$ cat src/rtl/card_datapath.sv
// Baccarat dealing datapath: a free-running 1..13 rank counter feeds six card slots,
// and per-hand score logic returns pscore, dscore and pcard3 to the hand-control FSM.

module card_hand #(
    parameter int NUM_SLOTS = 3
) (
    input  logic                       slow_clock,
    input  logic                       reset,
    input  logic                       clear,
    input  logic [NUM_SLOTS-1:0]       load,
    input  logic [3:0]                 rank,
    output logic [NUM_SLOTS-1:0][3:0]  ranks,
    output logic [NUM_SLOTS-1:0][3:0]  values,
    output logic [3:0]                 score
);

    function automatic logic [3:0] card_value(input logic [3:0] r);
        return (r >= 4'd1 && r <= 4'd9) ? r : 4'd0;
    endfunction

    logic [4:0] sum;

    genvar s;
    generate
        for (s = 0; s < NUM_SLOTS; s++) begin : g_slot
            // clear beats load so a new hand never starts with a stale card
            always_ff @(posedge slow_clock or posedge reset) begin
                if (reset)
                    ranks[s] <= 4'd0;
                else if (clear)
                    ranks[s] <= 4'd0;
                else if (load[s])
                    ranks[s] <= rank;
            end

            assign values[s] = card_value(ranks[s]);
        end
    endgenerate

    always_comb begin
        sum = 5'd0;
        for (int i = 0; i < NUM_SLOTS; i++)
            sum = sum + 5'(values[i]);
    end

    // sum is at most 27, so two conditional subtractions give mod 10
    always_comb begin
        score = 4'd0;
        if (sum >= 5'd20)
            score = 4'(sum - 5'd20);
        else if (sum >= 5'd10)
            score = 4'(sum - 5'd10);
        else
            score = sum[3:0];
    end

endmodule

module card_datapath #(
    parameter logic [3:0] SEED = 4'd1
) (
    input  logic        slow_clock,
    input  logic        reset,
    input  logic        new_hand,
    input  logic        load_pcard1,
    input  logic        load_pcard2,
    input  logic        load_pcard3,
    input  logic        load_dcard1,
    input  logic        load_dcard2,
    input  logic        load_dcard3,
    output logic [11:0] p_ranks,
    output logic [11:0] d_ranks,
    output logic [3:0]  pscore,
    output logic [3:0]  dscore,
    output logic [3:0]  pcard3,
    output logic        err_multi_load
);

    localparam int NUM_HANDS = 2;
    localparam int NUM_SLOTS = 3;

    logic [3:0]                                 deal_rank;
    logic [NUM_HANDS-1:0][NUM_SLOTS-1:0]        hand_load;
    logic [NUM_HANDS-1:0][NUM_SLOTS-1:0][3:0]   hand_ranks;
    logic [NUM_HANDS-1:0][NUM_SLOTS-1:0][3:0]   hand_values;
    logic [NUM_HANDS-1:0][3:0]                  hand_score;

    // hand 0 is the player, hand 1 the dealer; slot index 0 is card 1
    assign hand_load[0] = {load_pcard3, load_pcard2, load_pcard1};
    assign hand_load[1] = {load_dcard3, load_dcard2, load_dcard1};

    always_ff @(posedge slow_clock or posedge reset) begin
        if (reset)
            deal_rank <= SEED;
        else if (deal_rank == 4'd13)
            deal_rank <= 4'd1;
        else
            deal_rank <= deal_rank + 4'd1;
    end

    genvar h;
    generate
        for (h = 0; h < NUM_HANDS; h++) begin : g_hand
            card_hand #(
                .NUM_SLOTS (NUM_SLOTS)
            ) u_hand (
                .slow_clock (slow_clock),
                .reset      (reset),
                .clear      (new_hand),
                .load       (hand_load[h]),
                .rank       (deal_rank),
                .ranks      (hand_ranks[h]),
                .values     (hand_values[h]),
                .score      (hand_score[h])
            );
        end
    endgenerate

    // strobes masked by new_hand are ignored, so they cannot raise the error
    always_ff @(posedge slow_clock or posedge reset) begin
        if (reset)
            err_multi_load <= 1'b0;
        else if (!new_hand && $countones(hand_load) > 1)
            err_multi_load <= 1'b1;
    end

    assign p_ranks = hand_ranks[0];
    assign d_ranks = hand_ranks[1];
    assign pscore  = hand_score[0];
    assign dscore  = hand_score[1];
    assign pcard3  = hand_values[0][2];

endmodule

$ cat config.mk
export PLATFORM = sky130hd
export DESIGN_NAME = card_datapath
export DESIGN_NICKNAME = d
export VERILOG_FILES = /design/src/rtl/card_datapath.sv
export SDC_FILE = /design/constraint.sdc
export NUM_CORES = 1
export LEC_CHECK = 0
export CORE_UTILIZATION = 48
export DETAILED_ROUTE_END_ITERATION = 10
export HOLD_SLACK_MARGIN = 0.03
export PLACE_DENSITY = 0.83
export SLEW_MARGIN = 20
export SYNTH_ARGS = -nofsm -noshare
export SYNTH_HDL_FRONTEND = slang
export SYNTH_SLANG_ARGS = --single-unit
$ cat constraint.sdc
create_clock -name slow_clock -period 3.7 [get_ports slow_clock]
set_input_delay 0.37 -clock slow_clock [delete_from_list [all_inputs] [get_ports slow_clock]]
set_output_delay 0.37 -clock slow_clock [all_outputs]
set_load 0.05 [all_outputs]
==> flow_summary.yaml <==
layout:
  num_antenna_cells: 0
  fin_area_um2: 3210
  final_cells: 330
  drive_above_1_share_pct: 31.8
  fin_nets: 313
  area_growth_pct: 49.5
placement:
  placed_area_um2: 2780
  portBuffers: 45
  dp_hpwl_um: 3670
  place_congestion: 0.781
  place_ws_ns: 0.00769
  dp_cells: 302
status:
  violations: "setup timing"
  status: "finished, violations left"
power_and_ir_drop:
  swShare_pct: 35.6
  pwr-share-comb_pct: 43.5
  seq_power_share_pct: 28.8
  clock_power_share_pct: 27.7
  ir_worst_vdd_mv: 0.268
  p_leak_nw: 1.48
  cellPowerDensity_nw_per_um2: 365
  internal_power_w: 0.000754
  p_switching_w: 0.000417
global_route:
  grt_pass1_vias: 1727
  grt_pass1_wl_um: 8470
  grt_antenna_before_repair: 0
  overflow: 0
  grt_max_degree: 30
  grt_usage_pct: 25.6
floorplan:
  initial_core_util_pct: 51.8
  ios: 46
  fp.dieW_um: 68.9
  die_height_um: 68.9
  fp.dieArea_um2: 4750
  placeableCoreArea_um2: 4140
  std_cell_rows: 23
synthesis:
  synthCells: 219
  yosysUniqueCellTypes: 33
  yosys_warnings: 0
  synth_fp_nets: 253
  syn_area_um2: 2150
  async_reset_ff_share_pct: 100
  synth_top_area_share_pct: 32.6
  synth-edff-count: 0
  yosysMostFrequentCell: "nor2_1"
  yosysTopAreaCell: "dfrtp_1"
  avgSynthCellArea_um2: 9.81
  synth_area_leaders: "dfrtp_1 (33%), fa_1 (12%), mux2i_1 (12%), ha_1 (7.0%), nor2_1 (5.2%)"
  ys_seq_area_share_pct: 33.8
  synth_common_cells: "nor2_1 (30), dfrtp_1 (28), mux2i_1 (26)"
  synth-main-ff-cell: "dfrtp_1"
  ys_ff_latch: 29
flow_run:
  drv_cap: 0
timing:
  slew_violations: 0
  clock_skew_ns: 0.00441
  setup_ws_ns: -0.0447
  hold_viol: 0
  clock.fmax_ghz: 0.267
  relSlewSlack_pct: 53.6
  grt_setup_unrepaired: "yes"
  worstMarginPinSlew_ns: 0.694
  layout_min_cycle_time_ns: 3.74
  fin_crit_sh_pct: 101
  setup_viol: 3
detailed_routing:
  via_count: 1797
  dr_wl_met2_um: 2970
  via_per_inst: 5.45
  first_pass_iters: 4
  drc: 0
  wirelength_met1_um: 2450
  routed_wl_um: 5810
  routed.top_layer: "met4"
  routedWlPerCell_um: 17.6
  final_antenna_net_count: 0
  met3_wirelength_um: 205
  first_iter_violations: 66
setup_path:
  cp_max_fo: 4
  cp.required_ns: 3.33
  worstSetupStartpointType: "register"
  criticalPathCategory: "register to output port"
  cp-startpoint: "g_hand[0].u_hand.ranks[11]"
  critPathArrivalTime_ns: 3.37
  cp-end-kind: "output port"
  rr_startpoint: "deal_rank[0]"
clock_tree:
  clkSinkCount: 29
  numCtsBuffers: 5
  cts_root_buf: "clkbuf_8"
  ctsLongestPathBuffers: 2
  htree_levels: 2
  tritoncts: "yes"
  clkTransAtPathRegs_ns: 0.06
  insertion_delay_ns: 0.29
min_path:
  hold_path_class: "input port to async pin"
[critical path: stages (launching register included)]
cell and delay [ns]:
dfrtp_2 0.44, buf_4 0.15, buf_4 0.14, nor2b_4 0.13, fa_1 0.47, fa_2 0.66
inv_4 0.06, ha_4 0.16, nand2_4 0.07, o2bb2ai_4 0.06, inv_2 0.09, mux2i_4 0.10
a221o_2 0.40, buf_12 0.15
[stage by stage]
step / hold slack, ns / total power [W] / util, % / TNS (ns)
2_1_floorplan: 0.447 / 0.000642 / - / -0.185
3_3_place_gp: 0.460 / 0.000777 / 67.0 / 0
3_5_place_dp: 0.461 / 0.000788 / 67.0 / 0
4_1_cts: 0.491 / 0.00114 / 74.1 / 0
5_1_grt: 0.507 / 0.00122 / 77.5 / -0.517
6_report: 0.472 / 0.00117 / 77.5 / -0.0590
[worst paths after layout]
| path | end | slack [ns] | cells after the start |
|---|---|---|---|
| hold reg to reg | err_multi_load | 0.50 | 1 |
| min in group slow_clock | err_multi_load | 0.50 | 1 |
| max in group asynchronous | g_hand[0].u_hand.ranks[9] | 2.79 | 2 |
| setup reg to reg | deal_rank[2] | 2.62 | 3 |
| setup / recovery | pscore[3] | -0.04 | 13 |
| hold / removal | g_hand[1].u_hand.ranks[8] | 0.47 | 2 |
[power groups by stage]
stage          combinational (W)  clock, W  sequential, W
2_1_floorplan           0.000266         0       0.000376
3_3_place_gp            0.000433         0       0.000344
3_5_place_dp            0.000443         0       0.000345
4_1_cts                 0.000476  0.000329       0.000337
5_1_grt                 0.000539  0.000342       0.000339
6_report                0.000510  0.000325       0.000338
[cells in the final DEF (no fill, tap or decap), types with 3 or more instances in the layout]
cell	netlist	layout
a21oi_1	3	3
and2_1	6	4
buf_12	0	5
buf_4	0	22
clkbuf_8	0	5
clkdlybuf4s50_1	0	39
dfrtp_1	28	21
dfrtp_2	0	7
fa_1	13	11
ha_1	12	6
ha_2	0	3
ha_4	0	3
inv_1	20	13
inv_2	0	6
mux2i_1	26	25
nand2_1	6	5
nand2b_1	8	4
nand2b_4	0	4
nor2_1	30	29
nor2b_1	8	5
nor3b_1	7	4
o21ai_0	15	12
o21ai_1	0	3
xnor2_4	0	3
[routing by layer]
| metal | track usage, % | vias up |
|---|---|---|
| li1 | - | 833 |
| met1 | 32.4 | 904 |
| met2 | 41.0 | 44 |
| met3 | 6.58 | 16 |
| met4 | 11.5 | 0 |
| met5 | 0 | - |
[final cells by class]
class,instances,area [µm²]
multi-input combinational,157,1570
fill,240,932
sequential,29,736
timing repair buffer,66,656
inverter,20,77.6
clock buffer,6,72.6
tap,50,62.6
clock inverter,2,35.0
[what timing repair did]
| action | in CTS | in global routing |
|---|---|---|
| hold buffers | 0 | 0 |
| pin swaps | 4 | 9 |
| hold endpoints to repair | 0 | 0 |
| endpoints found under the setup margin | 6 | 6 |
| buffers inserted | 15 | 5 |
| gates resized for setup | 17 | 22 |
[sequential cells by signal, indices dropped and copies added (netlist names)]
register / cells
deal_rank: 4
err_multi_load: 1
g_hand.u_hand.ranks: 24
[logic make-up (layout without fill, tap and decap cells)]
logic type,after synthesis,in the layout,share of synthesized area [%]
multiplexers,27,27,12.8
AO/OA/AOI/OAI,26,26,7.28
adder cells (fa/ha/maj),25,25,19.1
flip-flops,29,29,33.8
buffers and inverters,33,94,5.77
XOR/XNOR,7,7,3.90
AND/OR/NAND/NOR,72,72,17.3
Power figures use the tool's default switching activity.
